$ cat src/rtl/adc_bcd_display_feed.sv
// adc_bcd_display_feed: captures ADC samples on DATA_VALID rising edges and feeds seg7_control with BCD digits
// Build option: define ADC_AVG_EN to block-average 2**AVG_LOG2 accepted samples before conversion.
// Ports: clk; reset (sync, active-high); i_DATA / i_DATA_VALID sample input (one accept per valid rising edge);
//        ones/tens/hundreds/thousands BCD digits; o_BUSY conversion running; o_DONE digits updated (1 cycle);
//        o_OVERRUN pending sample overwritten (1 cycle).
module adc_bcd_display_feed #(
  parameter int DATA_W   = 12,
  parameter int AVG_LOG2 = 2
) (
  input  logic              clk,
  input  logic              reset,
  input  logic [DATA_W-1:0] i_DATA,
  input  logic              i_DATA_VALID,
  output logic [3:0]        ones,
  output logic [3:0]        tens,
  output logic [3:0]        hundreds,
  output logic [3:0]        thousands,
  output logic              o_BUSY,
  output logic              o_DONE,
  output logic              o_OVERRUN
);
  localparam int CW = $clog2(DATA_W + 1);
  typedef enum logic [1:0] {IDLE, SHIFT, DONE} state_t;
  state_t            state_q, state_d;
  logic              vprev_q, accept, take;
  logic [DATA_W-1:0] samp, sr_q, sr_d, pend_q, pend_d;
  logic [15:0]       bcd_q, bcd_d, adj, dig_q, dig_d;
  logic [CW-1:0]     cnt_q, cnt_d;
  logic              pflag_q, pflag_d, done_q, done_d, ovr_q, ovr_d;

  if (DATA_W < 1 || DATA_W > 13 || AVG_LOG2 < 1) begin : g_bad_param
    $error("adc_bcd_display_feed: DATA_W must be 1..13 and AVG_LOG2 >= 1");
  end

  assign accept = i_DATA_VALID & ~vprev_q;

`ifdef ADC_AVG_EN
  logic [DATA_W+AVG_LOG2-1:0] acc_q, acc_d, sum;
  logic [AVG_LOG2-1:0]        acnt_q, acnt_d;
  // only the accept that completes a block reaches the conversion path
  always_comb begin
    sum    = acc_q + (DATA_W+AVG_LOG2)'(i_DATA);
    take   = accept & (&acnt_q);
    samp   = DATA_W'(sum >> AVG_LOG2);
    acc_d  = accept ? (take ? '0 : sum) : acc_q;
    acnt_d = accept ? acnt_q + AVG_LOG2'(1) : acnt_q;
  end
  always_ff @(posedge clk) begin
    if (reset) begin
      acc_q  <= '0;
      acnt_q <= '0;
    end else begin
      acc_q  <= acc_d;
      acnt_q <= acnt_d;
    end
  end
`else
  assign take = accept;
  assign samp = i_DATA;
`endif

  always_comb begin
    state_d = state_q;
    sr_d    = sr_q;
    bcd_d   = bcd_q;
    cnt_d   = cnt_q;
    dig_d   = dig_q;
    pend_d  = pend_q;
    pflag_d = pflag_q;
    done_d  = 1'b0;
    ovr_d   = 1'b0;
    for (int i = 0; i < 4; i++)
      adj[4*i +: 4] = bcd_q[4*i +: 4] >= 4'd5 ? bcd_q[4*i +: 4] + 4'd3 : bcd_q[4*i +: 4];
    case (state_q)
      IDLE: if (take) begin
        state_d = SHIFT;
        sr_d    = samp;
        bcd_d   = '0;
        cnt_d   = '0;
      end
      SHIFT: begin
        {bcd_d, sr_d} = {adj, sr_q} << 1;
        cnt_d   = cnt_q + CW'(1);
        state_d = cnt_q == CW'(DATA_W - 1) ? DONE : SHIFT;
        if (take) begin
          pend_d  = samp;
          pflag_d = 1'b1;
          ovr_d   = pflag_q;
        end
      end
      DONE: begin
        // a queued sample takes priority; a same-cycle accept then becomes the new pending one
        dig_d   = bcd_q;
        done_d  = 1'b1;
        state_d = pflag_q || take ? SHIFT : IDLE;
        sr_d    = pflag_q ? pend_q : samp;
        bcd_d   = '0;
        cnt_d   = '0;
        pflag_d = pflag_q & take;
        pend_d  = pflag_q && take ? samp : pend_q;
      end
      default: state_d = IDLE;
    endcase
  end

  always_ff @(posedge clk) begin
    if (reset) begin
      state_q <= IDLE;
      vprev_q <= 1'b0;
      sr_q    <= '0;
      bcd_q   <= '0;
      cnt_q   <= '0;
      dig_q   <= '0;
      pend_q  <= '0;
      pflag_q <= 1'b0;
      done_q  <= 1'b0;
      ovr_q   <= 1'b0;
    end else begin
      state_q <= state_d;
      vprev_q <= i_DATA_VALID;
      sr_q    <= sr_d;
      bcd_q   <= bcd_d;
      cnt_q   <= cnt_d;
      dig_q   <= dig_d;
      pend_q  <= pend_d;
      pflag_q <= pflag_d;
      done_q  <= done_d;
      ovr_q   <= ovr_d;
    end
  end

  assign {thousands, hundreds, tens, ones} = dig_q;
  assign o_BUSY    = state_q != IDLE;
  assign o_DONE    = done_q;
  assign o_OVERRUN = ovr_q;
endmodule

$ cat config.mk
export PLATFORM = sky130hd
export DESIGN_NAME = adc_bcd_display_feed
export DESIGN_NICKNAME = d
export VERILOG_FILES = /design/src/rtl/adc_bcd_display_feed.sv
export SDC_FILE = /design/constraint.sdc
export NUM_CORES = 1
export LEC_CHECK = 0
export CAP_MARGIN = 20
export CORE_MARGIN = 2
export CORE_UTILIZATION = 45
export DETAILED_ROUTE_END_ITERATION = 12
export PLACE_DENSITY = 0.66
export SYNTH_ARGS = -nofsm -noshare
export SYNTH_HDL_FRONTEND = slang
export SYNTH_SLANG_ARGS = --single-unit
$ cat constraint.sdc
create_clock -name clk -period 2.6 [get_ports clk]
set_input_delay 0.26 -clock clk [delete_from_list [all_inputs] [get_ports clk]]
set_output_delay 0.26 -clock clk [all_outputs]
set_load 0.05 [all_outputs]
==> results.md, run 1 <==
| Item | This run | Unit |
|---|---|---|
| Setup repair after global routing missed its margin | false | - |
| Antenna cell count | 0 | - |
| Half-perimeter wire length after detailed placement | 4620 | µm |
| Clock tree buffer depth | 2 | - |
| Count of nets left with antenna violations after detail routing | 0 | - |
| Netlist area before placement | 3160 | µm² |
| Net count after synthesis | 384 | - |
| Non-filler instance count after layout | 488 | - |
| Xor/xnor cell area share of the yosys netlist | 1.11 | % |
| Type of the worst setup path | reg2out | - |
| Buffer cell driving the clock tree root | sky130_fd_sc_hd__clkbuf_8 | - |
| Post-CTS setup buffers | 0 | - |
| Final Wtd Congestion | 0.804 | - |
| Number of buffers created by CTS | 9 | - |
| Mean number of vias per cell | 5.43 | - |
| Boundary Pins | 34 | - |
| Leftover overflow at the end of global routing | 0 | - |
| Synthesized area per cell | 8.89 | µm² |
| Portion of the post-synthesis area used by sequential elements | 41.9 | % |
| Number of global-route vias before repair | 2482 | - |
| Number of inserted filler cells in the final layout | 620 | - |
| Largest net degree at the start of global routing | 35 | - |
| Fraction of power spent switching nets | 25.7 | % |
| Critical Path Fanout Max | 5 | - |
| Slew of the pin with the lowest slew margin | 0.606 | ns |
| Maximum clock rate | 434 | MHz |
| Wire length of the first global-routing pass | 11900 | µm |
| Most instantiated library cell after synthesis | sky130_fd_sc_hd__dfxtp_1 | - |
| Total core area | 6790 | µm² |
| Resized Gates After CTS | 0 | - |
| Die Footprint | 7700 | µm² |
| Global-route usage over all layers | 19.9 | % |
| Tmin final | 2.31 | ns |
| Post-Route WL | 7060 | µm |
| Share of the clock period used by the worst path after layout | 88.7 | % |
| Layout cell share with drive strength beyond 1 | 9.18 | % |
| Final Slew Violations | 0 | - |
| Flip-flop and latch count after synthesis | 66 | - |
| Leakage dissipation | 1.43 | nW |
| Number of standard cells after synthesis | 355 | - |
| Total of warnings raised by yosys | 0 | - |
| Maximum capacitance violations | 0 | - |
| Cell Rows | 30 | - |
| H-tree levels | 3 | - |
| Area overhead of the layout relative to synthesis | 20.1 | % |
| Clock-pin transition on the worst setup and hold timing paths | 0.07 | ns |
| Finished layout cell area | 3790 | µm² |
| Number of library cell types mapped by synthesis | 36 | - |
| Setup violations, final | 0 | - |
| Net count of the finished layout | 416 | - |
| Die Ht | 87.8 | µm |
| Total negative slack for setup checks | 0 | ns |
| DR iter-0 viols | 159 | - |
| Die Width | 87.8 | µm |
| Inst Count DP | 472 | - |
| Area share of the largest cell type after synthesis | 41.9 | % |
| Rel. slew slack | 58.4 | % |
| Dominant cells by area after synthesis | sky130_fd_sc_hd__dfxtp_1 42%, sky130_fd_sc_hd__a21oi_1 7.3%, sky130_fd_sc_hd__mux2i_1 6.7% | - |
| Main combinational cell family by area after synthesis | compound AO/OA/AOI/OAI gates | - |
| Drt pass-1 iters | 4 | - |
| Clock sink count | 66 | - |
| Capturing element type of the critical path | primary output | - |
| Fraction of power consumed by combinational cells | 13.0 | % |
| Data arrival time of the worst path | 2.05 | ns |
| Required time of the worst setup path | 2.34 | ns |
| Reported net switching power | 0.597 | mW |
| Largest vdd supply drop | 0.000372 | V |
| Insertion delay of the later-clocked pin in the worst-skew pair | 0.34 | ns |
| Adder-cell share of the synthesized area | 5.55 | % |
| Internal power consumption | 1.73 | mW |
| Post-synthesis compound-gate area fraction | 27.1 | % |
| Worst Hold Margin | 0.400 | ns |
| Cell area reported after detailed placement | 3570 | µm² |
| Fraction of power consumed by the clock network | 41.0 | % |
| Status | finished clean | - |
| Synthesized-area fraction occupied by and/or/nand/nor cells | 11.5 | % |
| Count of port buffers added during placement | 33 | - |
| Initial Util | 46.5 | % |
| Proportion of power drawn by flip-flops and latches | 46.1 | % |
| Wirelength per Cell | 14.5 | µm |
| Commonest cells in the synthesized netlist | 66 x sky130_fd_sc_hd__dfxtp_1, 46 x sky130_fd_sc_hd__a21oi_1, 38 x sky130_fd_sc_hd__nand2_1 | - |
| Cell taking the most area after synthesis | sky130_fd_sc_hd__dfxtp_1 | - |
| Remaining design rule violation count | 0 | - |
| Number of vias after detailed routing | 2649 | - |
| Multiplexer area fraction after synthesis | 6.66 | % |
| Crit start category | flop | - |
| Path type of the worst min-delay path | in2reg | - |
| CTS tree | done | - |
| Initial antenna violation count | 0 | - |
| Dominant register cell in the synthesized netlist | sky130_fd_sc_hd__dfxtp_1 | - |
| Number of synthesized flops with an enable pin | 0 | - |
| Clock skew | 0.0116 | ns |
| Cts-stage hold buffer count | 0 | - |
| Final hold violation count | 0 | - |
| Cell area power density | 613 | nW/µm² |
| Asr flop ratio synth | 0 | % |
## stage by stage
step	utilization (%)	total power [mW]	setup WS (ns)
3_3_place_gp	52.6	1.39	0.655
6_report	55.8	2.32	0.294
3_5_place_dp	52.6	1.39	0.613
4_1_cts	55.8	2.35	0.274
2_1_floorplan	-	1.30	0.930
5_1_grt	55.8	2.42	0.176
## flip-flops by register name, indices dropped and copies added (netlist names)
signal     cells
o_DONE         1
cnt_q          4
vprev_q        1
pflag_q        1
bcd_q         16
o_OVERRUN      1
sr_q          12
state_q        2
dig_q         16
pend_q        12
## power groups by stage
stage                     Clock (mW)  Sequential (mW)  Combinational (mW)
final                          0.952             1.07               0.302
after global routing            1.02             1.07               0.333
after CTS                      0.976             1.07               0.301
after detailed placement           0             1.09               0.299
after global placement             0             1.09               0.295
after floorplan                    0             1.08               0.218
## metal layers
| metal | vias to the layer above | share of wire [%] | GRT usage [%] |
|---|---|---|---|
| met5 | - | 0 | 0 |
| met4 | 0 | 1.6 | 8.39 |
| met3 | 10 | 5.9 | 5.66 |
| met2 | 72 | 47 | 32.0 |
| met1 | 1229 | 46 | 25.0 |
| li1 | 1338 | - | - |
## cell usage in the layout (no fill, tap or decap), types with 2 or more instances in the layout
master                            count
sky130_fd_sc_hd__a21o_1              12
sky130_fd_sc_hd__a21oi_1             46
sky130_fd_sc_hd__a22o_1              10
sky130_fd_sc_hd__a311o_1             12
sky130_fd_sc_hd__a32o_2               4
sky130_fd_sc_hd__buf_4               14
sky130_fd_sc_hd__bufinv_16            2
sky130_fd_sc_hd__clkbuf_8            10
sky130_fd_sc_hd__clkdlybuf4s50_1     32
sky130_fd_sc_hd__clkinv_2             2
sky130_fd_sc_hd__dfxtp_1             66
sky130_fd_sc_hd__ha_1                14
sky130_fd_sc_hd__inv_1               17
sky130_fd_sc_hd__mux2i_1             21
sky130_fd_sc_hd__nand2_1             38
sky130_fd_sc_hd__nand2b_1             5
sky130_fd_sc_hd__nand3b_1             2
sky130_fd_sc_hd__nor2_1              22
sky130_fd_sc_hd__nor2b_1              2
sky130_fd_sc_hd__nor3b_1              3
sky130_fd_sc_hd__o21ai_0             27
sky130_fd_sc_hd__o2bb2ai_1            4
sky130_fd_sc_hd__o31ai_1              2
sky130_fd_sc_hd__o32ai_1              6
sky130_fd_sc_hd__or3_1                2
sky130_fd_sc_hd__xnor2_1              4
## area by class of cell
type / count / area (µm²) / area share (%)
Sequential cell: 66 / 1320 / 34.8
Timing Repair Buffer: 47 / 430 / 11.3
Inverter: 17 / 63.8 / 1.68
Tap cell: 96 / 120 / 3.17
Multi-Input combinational cell: 246 / 1640 / 43.2
Clock buffer: 11 / 141 / 3.73
Clock inverter: 5 / 77.6 / 2.05
## critical path, cell delays in order, from the launching register on
cell                              delay, ns
sky130_fd_sc_hd__dfxtp_1               0.42
sky130_fd_sc_hd__inv_1                 0.09
sky130_fd_sc_hd__ha_1                  0.27
sky130_fd_sc_hd__inv_1                 0.12
sky130_fd_sc_hd__clkdlybuf4s50_1       0.82
## cell families (layout without fill, tap and decap cells)
family | count (synthesis) | after routing
muxes | 21 | 21
xor gates and xnor gates | 4 | 4
AOI/OAI and AO/OA | 128 | 128
buffers and inverters | 43 | 80
adders and majority gates | 14 | 14
and+or+nand+nor | 79 | 79
DFF | 66 | 66
## final timing paths
path	startpoint	end	slack, ns	depth (start not counted)
max	state_q[0]	o_BUSY	0.29	4
max reg2reg	state_q[1]	pend_q[9]	0.60	8
min	reset	dig_q[8]	0.40	2
min reg2reg	pend_q[11]	pend_q[11]	0.47	2
(Power assumes the default switching activity.)
==> inputs of run 2 (changes only) <==
--- a/config.mk
+++ b/config.mk
@@ -5,6 +5,7 @@
 export SDC_FILE = /design/constraint.sdc
 export NUM_CORES = 1
 export LEC_CHECK = 0
+export ABC_CLOCK_PERIOD_IN_PS = 2600
 export CAP_MARGIN = 20
 export CORE_MARGIN = 2
 export CORE_UTILIZATION = 45
==> results of run 2 <==
The final DEF is identical to that of run 1; final timing and power are the same.
==> inputs of run 3 (changes only) <==
--- a/config.mk
+++ b/config.mk
@@ -7,6 +7,7 @@
 export LEC_CHECK = 0
 export ABC_CLOCK_PERIOD_IN_PS = 2600
 export CAP_MARGIN = 20
+export CORE_ASPECT_RATIO = 0.75
 export CORE_MARGIN = 2
 export CORE_UTILIZATION = 45
 export DETAILED_ROUTE_END_ITERATION = 12
==> run 3 against run 2 <==
Clock power decreased by 21%; first-iteration DRC count increased by 0.63%; critical path depth unchanged; power decreased by 9.1%; cell area decreased by 2.8%; utilization decreased by 1.6 points; flip-flop and latch count unchanged; clock skew decreased by 0.0056 ns; sequential power about the same; sequential share of layout area increased by 1.0 points; die area about the same; largest power group unchanged; highest routed layer unchanged.
==> results.md, run 3 (synthesis results as in run 1) <==
| Item | This run | Unit | Delta |
|---|---|---|---|
| Required time of the worst setup path | 2.34 | ns | about the same |
| Maximum clock rate | 434 | MHz | +0.17% |
| Endpoint of the lowest-slack register-to-register path | pend_q[5] | - |  |
| Initial Util | 46.4 | % | about the same |
| Clock-pin transition on the worst setup and hold timing paths | 0.07 | ns | about the same |
| Maximum capacitance violations | 0 | - | unchanged |
| Insertion delay of the later-clocked pin in the worst-skew pair | 0.35 | ns | about the same |
| Critical Path Fanout Max | 5 | - | unchanged |
| Status | finished clean | - |  |
| Share of the clock period used by the worst path after layout | 88.5 | % | -0.15 points |
| Worst setup startpoint | state_q[1] | - |  |
| Worst setup slack for register-to-register paths | 0.50 | ns | -0.10 ns |
| Layout cell share with drive strength beyond 1 | 7.49 | % | -1.7 points |
| Resized Gates After CTS | 0 | - | unchanged |
| Number of global-route vias before repair | 2486 | - | +0.16% |
| Remaining design rule violation count | 0 | - | unchanged |
| Wirelength per Cell | 14.7 | µm | +1.9% |
| Master of the slowest instance on the critical path | sky130_fd_sc_hd__clkdlybuf4s50_1 | - |  |
| Clock skew | 0.00596 | ns | -0.00559 ns |
| Tmin final | 2.30 | ns | -0.00388 ns |
| Proportion of power drawn by flip-flops and latches | 50.5 | % | +4.4 points |
| Number of vias after detailed routing | 2614 | - | -1.3% |
| Buffer cell driving the clock tree root | sky130_fd_sc_hd__clkbuf_8 | - |  |
| Die Ht | 76.5 | µm | -13% |
| DR iter-0 viols | 160 | - | +0.63% |
| Initial antenna violation count | 0 | - | unchanged |
| Net count of the finished layout | 411 | - | -1.2% |
| Cell Rows | 26 | - | -13% |
| Reported net switching power | 0.588 | mW | -1.5% |
| Leftover overflow at the end of global routing | 0 | - | unchanged |
| Total core area | 6800 | µm² | about the same |
| Die Width | 101 | µm | +15% |
| Die Footprint | 7710 | µm² | about the same |
| Drt pass-1 iters | 4 | - | unchanged |
| Cell area power density | 574 | nW/µm² | -6.4% |
| Share of the core filled with cells | 54.2 | % | -1.6 points |
| Fraction of power consumed by the clock network | 35.6 | % | -5.4 points |
| Fraction of power spent switching nets | 27.8 | % | +2.1 points |
| Commonest non-fill, non-tap cell in the layout | sky130_fd_sc_hd__dfxtp_1 | - |  |
| Final Wtd Congestion | 0.793 | - | -1.4% |
| Internal power consumption | 1.53 | mW | -12% |
| Leakage dissipation | 1.38 | nW | -3.4% |
| Global-route usage over all layers | 19.7 | % | -0.21 points |
| Cells on worst reg2reg path | 6 | - | -2 |
| Count of port buffers added during placement | 33 | - | unchanged |
| Post-CTS setup buffers | 0 | - | unchanged |
| Clock tree buffer depth | 2 | - | unchanged |
| Wire length of the first global-routing pass | 12000 | µm | +0.70% |
| Critical path destination | o_BUSY | - |  |
| Instance count along the most critical hold path | 2 | - | unchanged |
| Type of the worst setup path | reg2out | - |  |
| Post-Route WL | 6950 | µm | -1.6% |
| Data arrival time of the worst path | 2.04 | ns | about the same |
| Clock sink count | 66 | - | unchanged |
| Area overhead of the layout relative to synthesis | 16.7 | % |  |
| Capturing element type of the critical path | primary output | - |  |
| H-tree levels | 3 | - | unchanged |
| Biggest regs | bcd_q (16), dig_q (16) | - |  |
| Antenna cell count | 0 | - | unchanged |
| Highest-count cells in the layout ignoring fill and taps | 66 x sky130_fd_sc_hd__dfxtp_1, 46 x sky130_fd_sc_hd__a21oi_1, 38 x sky130_fd_sc_hd__nand2_1 | - |  |
| Largest vdd supply drop | 0.000312 | V | -16% |
| Most used cell, CP | sky130_fd_sc_hd__inv_1 | - |  |
| Number of buffers created by CTS | 9 | - | unchanged |
| Fraction of power consumed by combinational cells | 13.9 | % | +0.9 points |
| Half-perimeter wire length after detailed placement | 4440 | µm | -3.9% |
| Setup violations, final | 0 | - | unchanged |
| Path type of the worst min-delay path | in2reg | - |  |
| Number of inserted filler cells in the final layout | 619 | - | -0.16% |
| Setup repair after global routing missed its margin | false | - |  |
| Slew of the pin with the lowest slew margin | 0.912 | ns | +0.305 ns |
| Worst-path cell chain | inv_1 -> ha_1 -> inv_1 -> clkdlybuf4s50_1 | - |  |
| Worst flop-to-flop path startpoint | state_q[1] | - |  |
| Crit start category | flop | - |  |
| Largest net degree at the start of global routing | 39 | - | +11% |
| Final Slew Violations | 0 | - | unchanged |
| Boundary Pins | 34 | - | unchanged |
| Mean number of vias per cell | 5.55 | - | +2.2% |
| Sequential cell area | 1320 | µm² | unchanged |
| Area taken by multi-input logic gates | 1640 | µm² | unchanged |
| Final hold violation count | 0 | - | unchanged |
| Cts-stage hold buffer count | 0 | - | unchanged |
| Total negative slack for setup checks | 0 | ns | unchanged |
| Delay contributed by the slowest stage of the critical path | 0.81 | ns | about the same |
| Rel. slew slack | 39.0 | % | -19 points |
| Count of nets left with antenna violations after detail routing | 0 | - | unchanged |
| CTS tree | done | - |  |
## run 3: critical path: cells and delay by family (launching register included)
family / cells / cell delay (ns)
flip-flops: 1 / 0.41
buffers and inverters: 3 / 1.03
adder cells (fa/ha/maj): 1 / 0.25
## run 3: worst min-delay path by stage
stage                            start    endpoint  slack, ns
final                            reset  state_q[1]       0.45
after global routing             reset  state_q[1]       0.48
after CTS                        reset  state_q[1]       0.46
after detailed placement      sr_q[11]    sr_q[11]       0.45
after global placement        sr_q[11]    sr_q[11]       0.45
after floorplan           i_DATA_VALID     vprev_q       0.39
## run 3: area by class of cell
| type | instances | area share, % |
|---|---|---|
| Clock buffer | 13 | 4.04 |
| Clock inverter | 3 | 0.407 |
| Inverter | 17 | 1.73 |
| Multi-Input combinational cell | 246 | 44.4 |
| Sequential cell | 66 | 35.9 |
| Tap cell | 84 | 2.85 |
| Timing Repair Buffer | 42 | 10.7 |
## run 3: power groups by stage
stage               Combinational, mW  Clock, mW  Sequential [mW]
floorplan                       0.218          0             1.08
global placement                0.290          0             1.09
detailed placement              0.293          0             1.09
CTS                             0.295      0.775             1.07
global route                    0.329      0.818             1.07
finish                          0.294      0.752             1.07
## run 3: per-layer routing
layer,track usage (%),share of wire [%]
met1,28.4,51
met2,27.3,41
met3,6.33,6.6
met4,6.58,0.88
met5,0,0
## run 3: through the flow
stage,instances,power (mW),setup WS (ns),hold slack [ns],cell area [µm²]
2_1_floorplan,355,1.30,0.930,0.388,3160
4_1_cts,471,2.14,0.301,0.456,3680
6_report,471,2.11,0.298,0.454,3680
3_3_place_gp,455,1.38,0.604,0.445,3520
3_5_place_dp,455,1.38,0.520,0.453,3520
5_1_grt,471,2.22,0.202,0.484,3680
